`src/rtl/control_unit_decoder_pkg.sv`:
```
// ============================================================================
// rv_pkg : RV32I opcodes, funct3 values and decoder control encodings.
// Revision: 1.0 - initial release
// ============================================================================
`default_nettype none

package rv_pkg;

  localparam logic [6:0] OP_R      = 7'b0110011;
  localparam logic [6:0] OP_I_ALU  = 7'b0010011;
  localparam logic [6:0] OP_LOAD   = 7'b0000011;
  localparam logic [6:0] OP_STORE  = 7'b0100011;
  localparam logic [6:0] OP_BRANCH = 7'b1100011;
  localparam logic [6:0] OP_JALR   = 7'b1100111;
  localparam logic [6:0] OP_JAL    = 7'b1101111;
  localparam logic [6:0] OP_LUI    = 7'b0110111;
  localparam logic [6:0] OP_AUIPC  = 7'b0010111;

  localparam logic [2:0] F3_ADD_SUB = 3'b000;
  localparam logic [2:0] F3_SLL     = 3'b001;
  localparam logic [2:0] F3_SLT     = 3'b010;
  localparam logic [2:0] F3_SLTU    = 3'b011;
  localparam logic [2:0] F3_XOR     = 3'b100;
  localparam logic [2:0] F3_SRL_SRA = 3'b101;
  localparam logic [2:0] F3_OR      = 3'b110;
  localparam logic [2:0] F3_AND     = 3'b111;

  typedef enum logic [3:0] {
    ALU_ADD    = 4'b0000,
    ALU_SLL    = 4'b0001,
    ALU_SLT    = 4'b0010,
    ALU_SLTU   = 4'b0011,
    ALU_XOR    = 4'b0100,
    ALU_SRL    = 4'b0101,
    ALU_OR     = 4'b0110,
    ALU_AND    = 4'b0111,
    ALU_SUB    = 4'b1000,
    ALU_PASS_B = 4'b1001,
    ALU_SRA    = 4'b1101
  } alu_op_e;

  typedef enum logic [2:0] {
    IMM_I = 3'b000,
    IMM_S = 3'b001,
    IMM_U = 3'b010,
    IMM_B = 3'b101,
    IMM_J = 3'b110
  } imm_src_e;

  typedef enum logic [4:0] {
    BR_NONE = 5'b00000,
    BR_JUMP = 5'b10000
  } br_op_e;

  // Conditional branches carry Funct3 in the low bits under this tag.
  localparam logic [1:0] BR_COND_TAG = 2'b01;

  typedef enum logic [1:0] {
    WB_ALU = 2'b00,
    WB_MEM = 2'b01,
    WB_PC4 = 2'b10
  } wb_src_e;

  typedef enum logic [1:0] {
    ALU_CLS_ADD    = 2'b00,
    ALU_CLS_R      = 2'b01,
    ALU_CLS_I      = 2'b10,
    ALU_CLS_PASS_B = 2'b11
  } alu_cls_e;

  typedef struct packed {
    logic       ru_wr;
    logic       alu_a_src;
    logic       alu_b_src;
    logic [3:0] alu_op;
    logic [2:0] imm_src;
    logic [4:0] br_op;
    logic       dm_wr;
    logic [2:0] dm_ctrl;
    logic [1:0] wb_src;
    logic       illegal;
  } ctrl_t;

  localparam ctrl_t CTRL_NOP = '0;

endpackage

`default_nettype wire

```
`src/rtl/control_unit_decoder_if.sv`:
```
// ============================================================================
// control_unit_decoder_if : instruction fields in, datapath controls out.
// Revision: 1.0 - initial release
// ============================================================================
`default_nettype none

interface control_unit_decoder_if;

  logic [6:0] OpCode;
  logic [2:0] Funct3;
  logic [6:0] Funct7;
  logic       RUWr;
  logic       ALUASrc;
  logic       ALUBSrc;
  logic [3:0] ALUOp;
  logic [2:0] ImmSrc;
  logic [4:0] BrOp;
  logic       DMWr;
  logic [2:0] DMCtrl;
  logic [1:0] RUDataWrSrc;
  logic       IllegalInstr;
  logic       IllegalSeen;

  modport master (
    output OpCode, Funct3, Funct7,
    input  RUWr, ALUASrc, ALUBSrc, ALUOp, ImmSrc, BrOp, DMWr, DMCtrl,
           RUDataWrSrc, IllegalInstr, IllegalSeen
  );

  modport slave (
    input  OpCode, Funct3, Funct7,
    output RUWr, ALUASrc, ALUBSrc, ALUOp, ImmSrc, BrOp, DMWr, DMCtrl,
           RUDataWrSrc, IllegalInstr, IllegalSeen
  );

endinterface

`default_nettype wire

```
`src/rtl/control_unit_decoder_alu_decoder.sv`:
```
// ============================================================================
// alu_decoder : ALU operation from opcode class, Funct3 and Funct7[5].
// Revision: 1.0 - initial release
// ============================================================================
`default_nettype none

module alu_decoder
  import rv_pkg::*;
(
  input  alu_cls_e   alu_cls_i,
  input  logic [2:0] funct3_i,
  input  logic       funct7_b5_i,
  output logic [3:0] alu_op_o
);

  always_comb begin
    alu_op_o = ALU_ADD;
    case (alu_cls_i)
      ALU_CLS_R:      alu_op_o = {funct7_b5_i, funct3_i};
      // Only shifts look at Funct7[5]; ADDI with imm[10]=1 stays ADD.
      ALU_CLS_I:      alu_op_o = (funct3_i == F3_SRL_SRA) ? {funct7_b5_i, funct3_i}
                                                          : {1'b0, funct3_i};
      ALU_CLS_PASS_B: alu_op_o = ALU_PASS_B;
      default:        alu_op_o = ALU_ADD;
    endcase
  end

endmodule

`default_nettype wire

```
`src/rtl/control_unit_decoder.sv`:
```
// ============================================================================
// control_unit_decoder : RV32I main decoder with sticky illegal-opcode flag.
// Optional output register stage enabled by macro CU_OUTPUT_REG_EN.
// Revision: 1.0 - initial release
// ============================================================================
`default_nettype none

module control_unit_decoder
  import rv_pkg::*;
(
  input  logic                   clk,
  input  logic                   rst,
  control_unit_decoder_if.slave  cu
);

  alu_cls_e   w_alu_cls;
  logic [3:0] w_alu_op;
  ctrl_t      ctrl_d;
  ctrl_t      w_ctrl_out;
  logic       illegal_seen_d;
  logic       illegal_seen_q;
  logic       w_unused_funct7;

  assign w_unused_funct7 = ^{cu.Funct7[6], cu.Funct7[4:0]};

  always_comb begin
    w_alu_cls = ALU_CLS_ADD;
    case (cu.OpCode)
      OP_R:     w_alu_cls = ALU_CLS_R;
      OP_I_ALU: w_alu_cls = ALU_CLS_I;
      OP_LUI:   w_alu_cls = ALU_CLS_PASS_B;
      default:  w_alu_cls = ALU_CLS_ADD;
    endcase
  end

  alu_decoder u_alu_decoder (
    .alu_cls_i   (w_alu_cls),
    .funct3_i    (cu.Funct3),
    .funct7_b5_i (cu.Funct7[5]),
    .alu_op_o    (w_alu_op)
  );

  always_comb begin
    ctrl_d        = CTRL_NOP;
    ctrl_d.alu_op = w_alu_op;
    case (cu.OpCode)
      OP_R: begin
        ctrl_d.ru_wr = 1'b1;
      end
      OP_I_ALU: begin
        ctrl_d.ru_wr     = 1'b1;
        ctrl_d.alu_b_src = 1'b1;
      end
      OP_LOAD: begin
        ctrl_d.ru_wr     = 1'b1;
        ctrl_d.alu_b_src = 1'b1;
        ctrl_d.imm_src   = IMM_I;
        ctrl_d.dm_ctrl   = cu.Funct3;
        ctrl_d.wb_src    = WB_MEM;
      end
      OP_STORE: begin
        ctrl_d.alu_b_src = 1'b1;
        ctrl_d.imm_src   = IMM_S;
        ctrl_d.dm_wr     = 1'b1;
        ctrl_d.dm_ctrl   = cu.Funct3;
      end
      OP_BRANCH: begin
        ctrl_d.alu_a_src = 1'b1;
        ctrl_d.alu_b_src = 1'b1;
        ctrl_d.imm_src   = IMM_B;
        ctrl_d.br_op     = {BR_COND_TAG, cu.Funct3};
      end
      OP_JALR: begin
        ctrl_d.ru_wr     = 1'b1;
        ctrl_d.alu_b_src = 1'b1;
        ctrl_d.imm_src   = IMM_I;
        ctrl_d.br_op     = BR_JUMP;
        ctrl_d.wb_src    = WB_PC4;
      end
      OP_JAL: begin
        ctrl_d.ru_wr     = 1'b1;
        ctrl_d.alu_a_src = 1'b1;
        ctrl_d.alu_b_src = 1'b1;
        ctrl_d.imm_src   = IMM_J;
        ctrl_d.br_op     = BR_JUMP;
        ctrl_d.wb_src    = WB_PC4;
      end
      OP_LUI: begin
        ctrl_d.ru_wr     = 1'b1;
        ctrl_d.alu_b_src = 1'b1;
        ctrl_d.imm_src   = IMM_U;
      end
      OP_AUIPC: begin
        ctrl_d.ru_wr     = 1'b1;
        ctrl_d.alu_a_src = 1'b1;
        ctrl_d.alu_b_src = 1'b1;
        ctrl_d.imm_src   = IMM_U;
      end
      default: begin
        // Unsupported opcode degrades to a NOP so no architectural state changes.
        ctrl_d         = CTRL_NOP;
        ctrl_d.illegal = 1'b1;
      end
    endcase
  end

`ifdef CU_OUTPUT_REG_EN
  ctrl_t ctrl_q;

  always_ff @(posedge clk or posedge rst) begin
    if (rst) begin
      ctrl_q <= CTRL_NOP;
    end else begin
      ctrl_q <= ctrl_d;
    end
  end

  assign w_ctrl_out = ctrl_q;
`else
  assign w_ctrl_out = ctrl_d;
`endif

  assign illegal_seen_d = illegal_seen_q | w_ctrl_out.illegal;

  always_ff @(posedge clk or posedge rst) begin
    if (rst) begin
      illegal_seen_q <= 1'b0;
    end else begin
      illegal_seen_q <= illegal_seen_d;
    end
  end

  assign cu.RUWr         = w_ctrl_out.ru_wr;
  assign cu.ALUASrc      = w_ctrl_out.alu_a_src;
  assign cu.ALUBSrc      = w_ctrl_out.alu_b_src;
  assign cu.ALUOp        = w_ctrl_out.alu_op;
  assign cu.ImmSrc       = w_ctrl_out.imm_src;
  assign cu.BrOp         = w_ctrl_out.br_op;
  assign cu.DMWr         = w_ctrl_out.dm_wr;
  assign cu.DMCtrl       = w_ctrl_out.dm_ctrl;
  assign cu.RUDataWrSrc  = w_ctrl_out.wb_src;
  assign cu.IllegalInstr = w_ctrl_out.illegal;
  assign cu.IllegalSeen  = illegal_seen_q;

endmodule

`default_nettype wire

```
`src/flat_wrapper.sv`:
```
// flat-port wrapper written by rule: the top's interface ports become plain ports
module control_unit_decoder_flat import rv_pkg::*;
  (clk, rst, cu_OpCode, cu_Funct3, cu_Funct7, cu_RUWr, cu_ALUASrc, cu_ALUBSrc, cu_ALUOp, cu_ImmSrc, cu_BrOp, cu_DMWr, cu_DMCtrl, cu_RUDataWrSrc, cu_IllegalInstr, cu_IllegalSeen);
  control_unit_decoder_if cu_i ();
  input  logic clk;
  input  logic rst;
  input wire logic [$bits(cu_i.OpCode)-1:0] cu_OpCode;
  input wire logic [$bits(cu_i.Funct3)-1:0] cu_Funct3;
  input wire logic [$bits(cu_i.Funct7)-1:0] cu_Funct7;
  output wire logic [$bits(cu_i.RUWr)-1:0] cu_RUWr;
  output wire logic [$bits(cu_i.ALUASrc)-1:0] cu_ALUASrc;
  output wire logic [$bits(cu_i.ALUBSrc)-1:0] cu_ALUBSrc;
  output wire logic [$bits(cu_i.ALUOp)-1:0] cu_ALUOp;
  output wire logic [$bits(cu_i.ImmSrc)-1:0] cu_ImmSrc;
  output wire logic [$bits(cu_i.BrOp)-1:0] cu_BrOp;
  output wire logic [$bits(cu_i.DMWr)-1:0] cu_DMWr;
  output wire logic [$bits(cu_i.DMCtrl)-1:0] cu_DMCtrl;
  output wire logic [$bits(cu_i.RUDataWrSrc)-1:0] cu_RUDataWrSrc;
  output wire logic [$bits(cu_i.IllegalInstr)-1:0] cu_IllegalInstr;
  output wire logic [$bits(cu_i.IllegalSeen)-1:0] cu_IllegalSeen;
  assign cu_i.OpCode = cu_OpCode;
  assign cu_i.Funct3 = cu_Funct3;
  assign cu_i.Funct7 = cu_Funct7;
  assign cu_RUWr = cu_i.RUWr;
  assign cu_ALUASrc = cu_i.ALUASrc;
  assign cu_ALUBSrc = cu_i.ALUBSrc;
  assign cu_ALUOp = cu_i.ALUOp;
  assign cu_ImmSrc = cu_i.ImmSrc;
  assign cu_BrOp = cu_i.BrOp;
  assign cu_DMWr = cu_i.DMWr;
  assign cu_DMCtrl = cu_i.DMCtrl;
  assign cu_RUDataWrSrc = cu_i.RUDataWrSrc;
  assign cu_IllegalInstr = cu_i.IllegalInstr;
  assign cu_IllegalSeen = cu_i.IllegalSeen;
  control_unit_decoder u_core (.clk(clk), .rst(rst), .cu(cu_i));
endmodule
```
`config.mk`:
```
export PLATFORM = sky130hd
export DESIGN_NAME = control_unit_decoder_flat
export DESIGN_NICKNAME = d
export VERILOG_FILES = /design/src/rtl/control_unit_decoder_pkg.sv /design/src/rtl/control_unit_decoder_if.sv /design/src/rtl/control_unit_decoder_alu_decoder.sv /design/src/rtl/control_unit_decoder.sv /design/src/flat_wrapper.sv
export SDC_FILE = /design/constraint.sdc
export NUM_CORES = 1
export LEC_CHECK = 0
export BUFFER_PORTS_ARGS = -buffer_cell sky130_fd_sc_hd__clkbuf_2
export CORE_AREA = 2 2 39 41
export CTS_CLUSTER_SIZE = 20
export DETAILED_ROUTE_END_ITERATION = 7
export DIE_AREA = 0 0 41 43
export GPL_TIMING_DRIVEN = 1
export HOLD_SLACK_MARGIN = 0.12
export PLACE_DENSITY_LB_ADDON = 0.12
export SETUP_SLACK_MARGIN = 0.05
export SYNTH_ARGS = -nofsm -noshare
export SYNTH_HDL_FRONTEND = slang
export SYNTH_SLANG_ARGS = --single-unit
```
`constraint.sdc`:
```
create_clock -name clk -period 1 [get_ports clk]
set_clock_uncertainty 0.05 [all_clocks]
set_input_delay 0.05 -clock clk [delete_from_list [all_inputs] [get_ports clk]]
set_output_delay 0.05 -clock clk [all_outputs]
set_load 0.01 [all_outputs]
```
==> metrics, run 1 <==
drt first pass iters 4; Max-Slew Margin vs Limit 0.814; Commonest cells post-synth 7 x and2_1, 6 x nor3_1, 4 x nor2_1; DRT iter0 DRCs 10; Post-DP Area around 720 um2; Worst Setup Start Kind primary input; Reg2Reg Launch Point u_core.cu.IllegalSeen$_DFF_PP0_; Initial Utilization 0.281; detailed-route via count 621; sw frac 0.397; RSZ-0062 raised after global routing yes; Worst path max stage delay 0.26 ns; dominant synthesized flop cell dfrtp_1; slowest cell on the critical path nand4_1; Logic pwr share 0.872; Worst EP arrival 0.98 ns; Crit path max-delay family simple AND/OR/NAND/NOR gates; CORE AREA 1380 um2; worst reg-to-reg path cell count 1; Mapped Cells 55; Finished Layout Cells ~130; Antenna Violating Nets Remaining 0; Max-Cap Viols 0; syn_nets between 70 and 80; f_max 930 MHz; Total Power 0.322 mW; DRC errors left 0; Slew @ Worst Pin between 0.2 and 0.3 ns; vias in the first global route 574; max reg flops 1; total gr overflow 0; final setup violation count 10; Clock Pin Slew Worst Setup and Hold Paths 0 ns; library cells used by synthesis 30; Final Routed Wirelength 1610 um; final slew viol count 0; n_diodes 0; final setup margin -0.0755 ns; share of the synthesized area in the top cell type 0.113; Synth-to-Final Area Change 135%; CP bufs+invs 2; die height 43 um; final hold vios 0; gr usage total 0.186; Lkg Pwr 0.472 nW; Total Die Area 1760 um2; Critical Setup Path Class primary input to output port; Die X approximately 41 um; crit path cell chain clkbuf_16, nor2_4, nand4_1, nor3b_2, buf_2; top cells by area, synth and2_1 11%, nor3_1 7.7%, dfrtp_1 6.4%; layout cells sized above 1 0.716; R2R Setup Slk 0.09 ns; Reg power frac 0.128; worst r2r dst u_core.cu.IllegalSeen$_DFF_PP0_; crit-path max FO 5; fin nets 130; Ports 42; status finished with violations; worst vdd ir 179 uV; dpl cells ~120; Worst Path Required approximately 0.9 ns; Avg Inst Size Synth 7.07 um2; pin count of the biggest net entering global routing 8; most frequent cell after synthesis and2_1; setup tns final -0.200 ns; drt via density 4.97; HPWL Detailed 1120 um; Final Cycle Share 1.08; Synth area leader and2_1; ys async rst share 1.00; failing checks setup timing; Pint 0.194 mW; antenna violations before repair 0; synthesized cell area 389 um2; I/O Buffers 35; Setup crit end kind output port; number of synthesized register bits 1; Rows 14; fin crit period 1.08 ns; HP Class primary input to asynchronous set/reset pin; final instance area between 900 and 1000 um2; Clk pwr share 0; routed length per instance 12.9 um; PD cells 351 nW/um2; clock latency on the worst-skew pair 0 ns; first-pass GRT wire length 2390 um; Psw 0.128 mW; register area share after synthesis 0.0643; synth warn 0; GPL Wtd Cong 0.709; number of enable flip-flop cells after synthesis 0
[metrics by stage]
step                      setup slack (ns)   util  hold slack [ns]
after CTS                          -0.0659  0.592            0.372
after detailed placement            -0.152  0.518           -0.181
after global placement              -0.158  0.518           -0.186
after global routing                -0.120  0.662            0.409
after floorplan                    -0.0358      -           -0.271
final                              -0.0755  0.662            0.372
[worst min-delay path: stages]
cell	delay (ns)
dlygate4sd3_1	0.53
clkbuf_2	0.10
inv_1	0.05
[timing repair]
| action | in CTS | in global routing |
|---|---|---|
| gates resized for setup | 15 | 43 |
| hold buffers | 1 | 0 |
| setup endpoints to repair | 20 | 23 |
| pin swaps | 9 | 13 |
| endpoints found under the hold margin | 1 | 0 |
| setup buffers | 1 | 1 |
[cells in the final DEF, fill, tap and decap left out, drive strengths merged, types with 3 or more instances in the layout]
cell type	synthesis	layout
a21oi	3	3
and2	7	7
buf	4	46
clkbuf	0	11
nand2	3	3
nor2	5	5
nor3	6	6
[metal layers]
layer / track usage / up-vias / part of all wire
li1: - / 308 / -
met3: 0.00524 / 0 / 0.045
met5: 0 / - / 0
met4: 0.0467 / 0 / 0
met2: 0.331 / 25 / 0.54
met1: 0.228 / 288 / 0.41
[final cells by class]
| type | count | area [um2] |
|---|---|---|
| multi-input cells | 48 | 428 |
| inverters | 2 | 7.51 |
| fillers | 112 | 468 |
| repair buffers | 58 | 435 |
| flip-flops and latches | 1 | 25.0 |
| well taps | 16 | 20.0 |
[worst max path at each step]
stage	start	to	slack, ns	cells past startpoint
6_report	cu_OpCode[3]	cu_ALUOp[2]	-0.08	5
4_1_cts	cu_OpCode[4]	u_core.cu.IllegalSeen$_DFF_PP0_	-0.07	4
3_3_place_gp	cu_OpCode[6]	cu_RUDataWrSrc[0]	-0.16	5
3_5_place_dp	cu_OpCode[6]	cu_RUDataWrSrc[0]	-0.15	5
5_1_grt	cu_OpCode[3]	cu_ALUOp[2]	-0.12	5
2_1_floorplan	cu_OpCode[4]	u_core.cu.IllegalSeen$_DFF_PP0_	-0.04	4
[kinds of logic after synthesis]
group | after synthesis | synth area share
AND/OR/NAND/NOR | 37 | 0.656
buffers and inverters | 6 | 0.0868
multiplexers | 1 | 0.0257
flip-flops | 1 | 0.0643
AO/OA/AOI/OAI | 9 | 0.145
XOR/XNOR | 1 | 0.0225
[power by group through the flow]
stage	logic, mW	clock network (mW)	registers [mW]
after global placement	0.204	0	0.0412
after floorplan	0.0909	0	0.0412
after CTS	0.245	0	0.0412
after detailed placement	0.205	0	0.0412
after global routing	0.298	0	0.0412
final	0.281	0	0.0412
Power figures use the tool's default switching activity.
==> inputs of run 2 (changes only) <==
--- a/config.mk
+++ b/config.mk
@@ -13,6 +13,7 @@
 export GPL_TIMING_DRIVEN = 1
 export HOLD_SLACK_MARGIN = 0.12
 export PLACE_DENSITY_LB_ADDON = 0.12
+export REMOVE_ABC_BUFFERS = 1
 export SETUP_SLACK_MARGIN = 0.05
 export SYNTH_ARGS = -nofsm -noshare
 export SYNTH_HDL_FRONTEND = slang
==> metrics, run 2 (same netlist as run 1, synthesis figures left out) <==
status finished with violations; failing checks setup timing; RSZ-0062 raised after global routing yes; Total Die Area 1760 um2 (unchanged); Antenna Violating Nets Remaining 0 (unchanged); Multi-input gate area 429 um2 (+0.29%); GPL Wtd Cong 0.752 (+6.1%); Worst EP arrival 0.93 ns (-0.05 ns); Final Routed Wirelength 1630 um (+1.5%); Crit path max-delay family simple AND/OR/NAND/NOR gates; crit path cell chain clkbuf_16, and3b_2, a22o_4, or3b_1; slowest cell on the critical path or3b_1; fill count 114 (+1.8%); Ports 42 (unchanged); M3 GR Usage 0.00524 (unchanged); PD cells 354 nW/um2 (+0.78%); Worst path max stage delay 0.36 ns (+0.10 ns); Slew @ Worst Pin 0.266 ns (-0.0115 ns); detailed-route via count 621 (unchanged); Total Power 0.326 mW (+1.3%); drt via density 4.93 (-0.79%); Worst Path Required 0.81 ns (-0.09 ns); pre-CTS setup slack -0.178 ns (-0.0251 ns); fin crit period 1.12 ns (+0.0405 ns); vias in the first global route 550 (-4.2%); final setup margin -0.116 ns (-0.0405 ns); fin nets 131 (+0.77%); Clock Pin Slew Worst Setup and Hold Paths 0 ns (unchanged); CP bufs+invs 1 (-1); Setup crit end kind flip-flop; routed length per instance 13.0 um (+0.69%); die height 43 um (unchanged); n_diodes 0 (unchanged); crit-path max FO 8 (+3); Sequential Area 25.0 um2 (unchanged); max reg flops 1 (unchanged); Worst Setup Start Kind primary input; Die X 41 um (unchanged); final slew viol count 0 (unchanged); f_max 896 MHz (-3.6%); CORE AREA 1380 um2 (unchanged); final hold vios 0 (unchanged); pin count of the biggest net entering global routing 10 (+2); I/O Buffers 35 (unchanged); HP Class primary input to output port; M2 GR Usage 0.350 (+0.0187); Max-Cap Viols 0 (unchanged); most frequent cells in the layout 19 x buf_2, 19 x buf_4, 12 x clkbuf_2; worst vdd ir 197 uV (+11%); met1 Usage GRT 0.215 (-0.0127); Rows 14 (unchanged); final setup violation count 16 (+6); Initial Utilization 0.281 (unchanged); gr usage total 0.181 (-0.00500); antenna violations before repair 0 (unchanged); layout cells sized above 1 0.718 (+0.00259); drt first pass iters 4 (unchanged); first-pass GRT wire length 2320 um (-3.2%); Finished Layout Cells 126 (+0.80%); dpl cells 117 (-4.1%); Final Cycle Share 1.12 (+0.0405); clock latency on the worst-skew pair 0 ns (unchanged); final hold slack 0.312 ns (-0.0594 ns); DRC errors left 0 (unchanged); Synth-to-Final Area Change 137%; Lkg Pwr 0.468 nW (-0.74%); DRT iter0 DRCs 12 (+2); total gr overflow 0 (unchanged); global routing's busiest layer met2; Critical Setup Path Class primary input to flip-flop; Max-Slew Margin vs Limit 0.822 (+0.00773); HPWL Detailed 1120 um (+0.15%)
==> run 2: cell types whose count changed in the layout (fill, tap and decap cells not counted), sizes merged <==
cell    delta
clkbuf     +4
buf        -3
==> run 2: tightest hold or removal path, stage by stage <==
cell and delay (ns):
buf_6 0.09, nor4b_4 0.04, buf_2 0.13
==> run 2: metrics by stage <==
step	TNS, ns	utilization	area, um2
3_3_place_gp	-1.40	0.485	671
5_1_grt	-1.52	0.665	921
4_1_cts	-0.705	0.605	837
2_1_floorplan	0	-	363
6_report	-0.432	0.665	921
3_5_place_dp	-1.57	0.485	671
==> run 2: timing repair <==
item	in CTS	in global routing
resized for setup	19	35
hold endpoints to repair	1	0
setup endpoints to repair	23	23
hold buffers	1	0
pin swaps	7	16
cloned	0	1
setup buffers	5	3
==> run 2: path summary, 6_finish.rpt <==
path                                                 startpoint                               to  slack, ns  cells past startpoint
worst max-delay path                               cu_OpCode[4]  u_core.cu.IllegalSeen$_DFF_PP0_      -0.12                      4
worst min-delay path                               cu_OpCode[2]                     cu_ImmSrc[0]       0.31                      3
worst max register to register  u_core.cu.IllegalSeen$_DFF_PP0_  u_core.cu.IllegalSeen$_DFF_PP0_       0.05                      1
worst min register to register  u_core.cu.IllegalSeen$_DFF_PP0_  u_core.cu.IllegalSeen$_DFF_PP0_       0.46                      1
max in group asynchronous                                   rst  u_core.cu.IllegalSeen$_DFF_PP0_       0.42                      3
min in group asynchronous                                   rst  u_core.cu.IllegalSeen$_DFF_PP0_       0.38                      3
==> run 2: area by class of cell <==
class / instances / share of cell area
repair buffers: 59 / 0.477
multi-input cells: 48 / 0.466
flip-flops and latches: 1 / 0.0272
well taps: 16 / 0.0217
inverters: 2 / 0.00815
==> run 2: report_power, final <==
group,switching (mW),internal (mW)
clock,0,0
sequential,0,0.0412
combinational,0.125,0.160
total,0.125,0.201
==> run 2: layer usage <==
metal / share of wire / vias to the layer above
met5: 0 / -
met4: 0.013 / 0
met3: 0.057 / 2
met2: 0.56 / 25
met1: 0.37 / 282
li1: - / 312
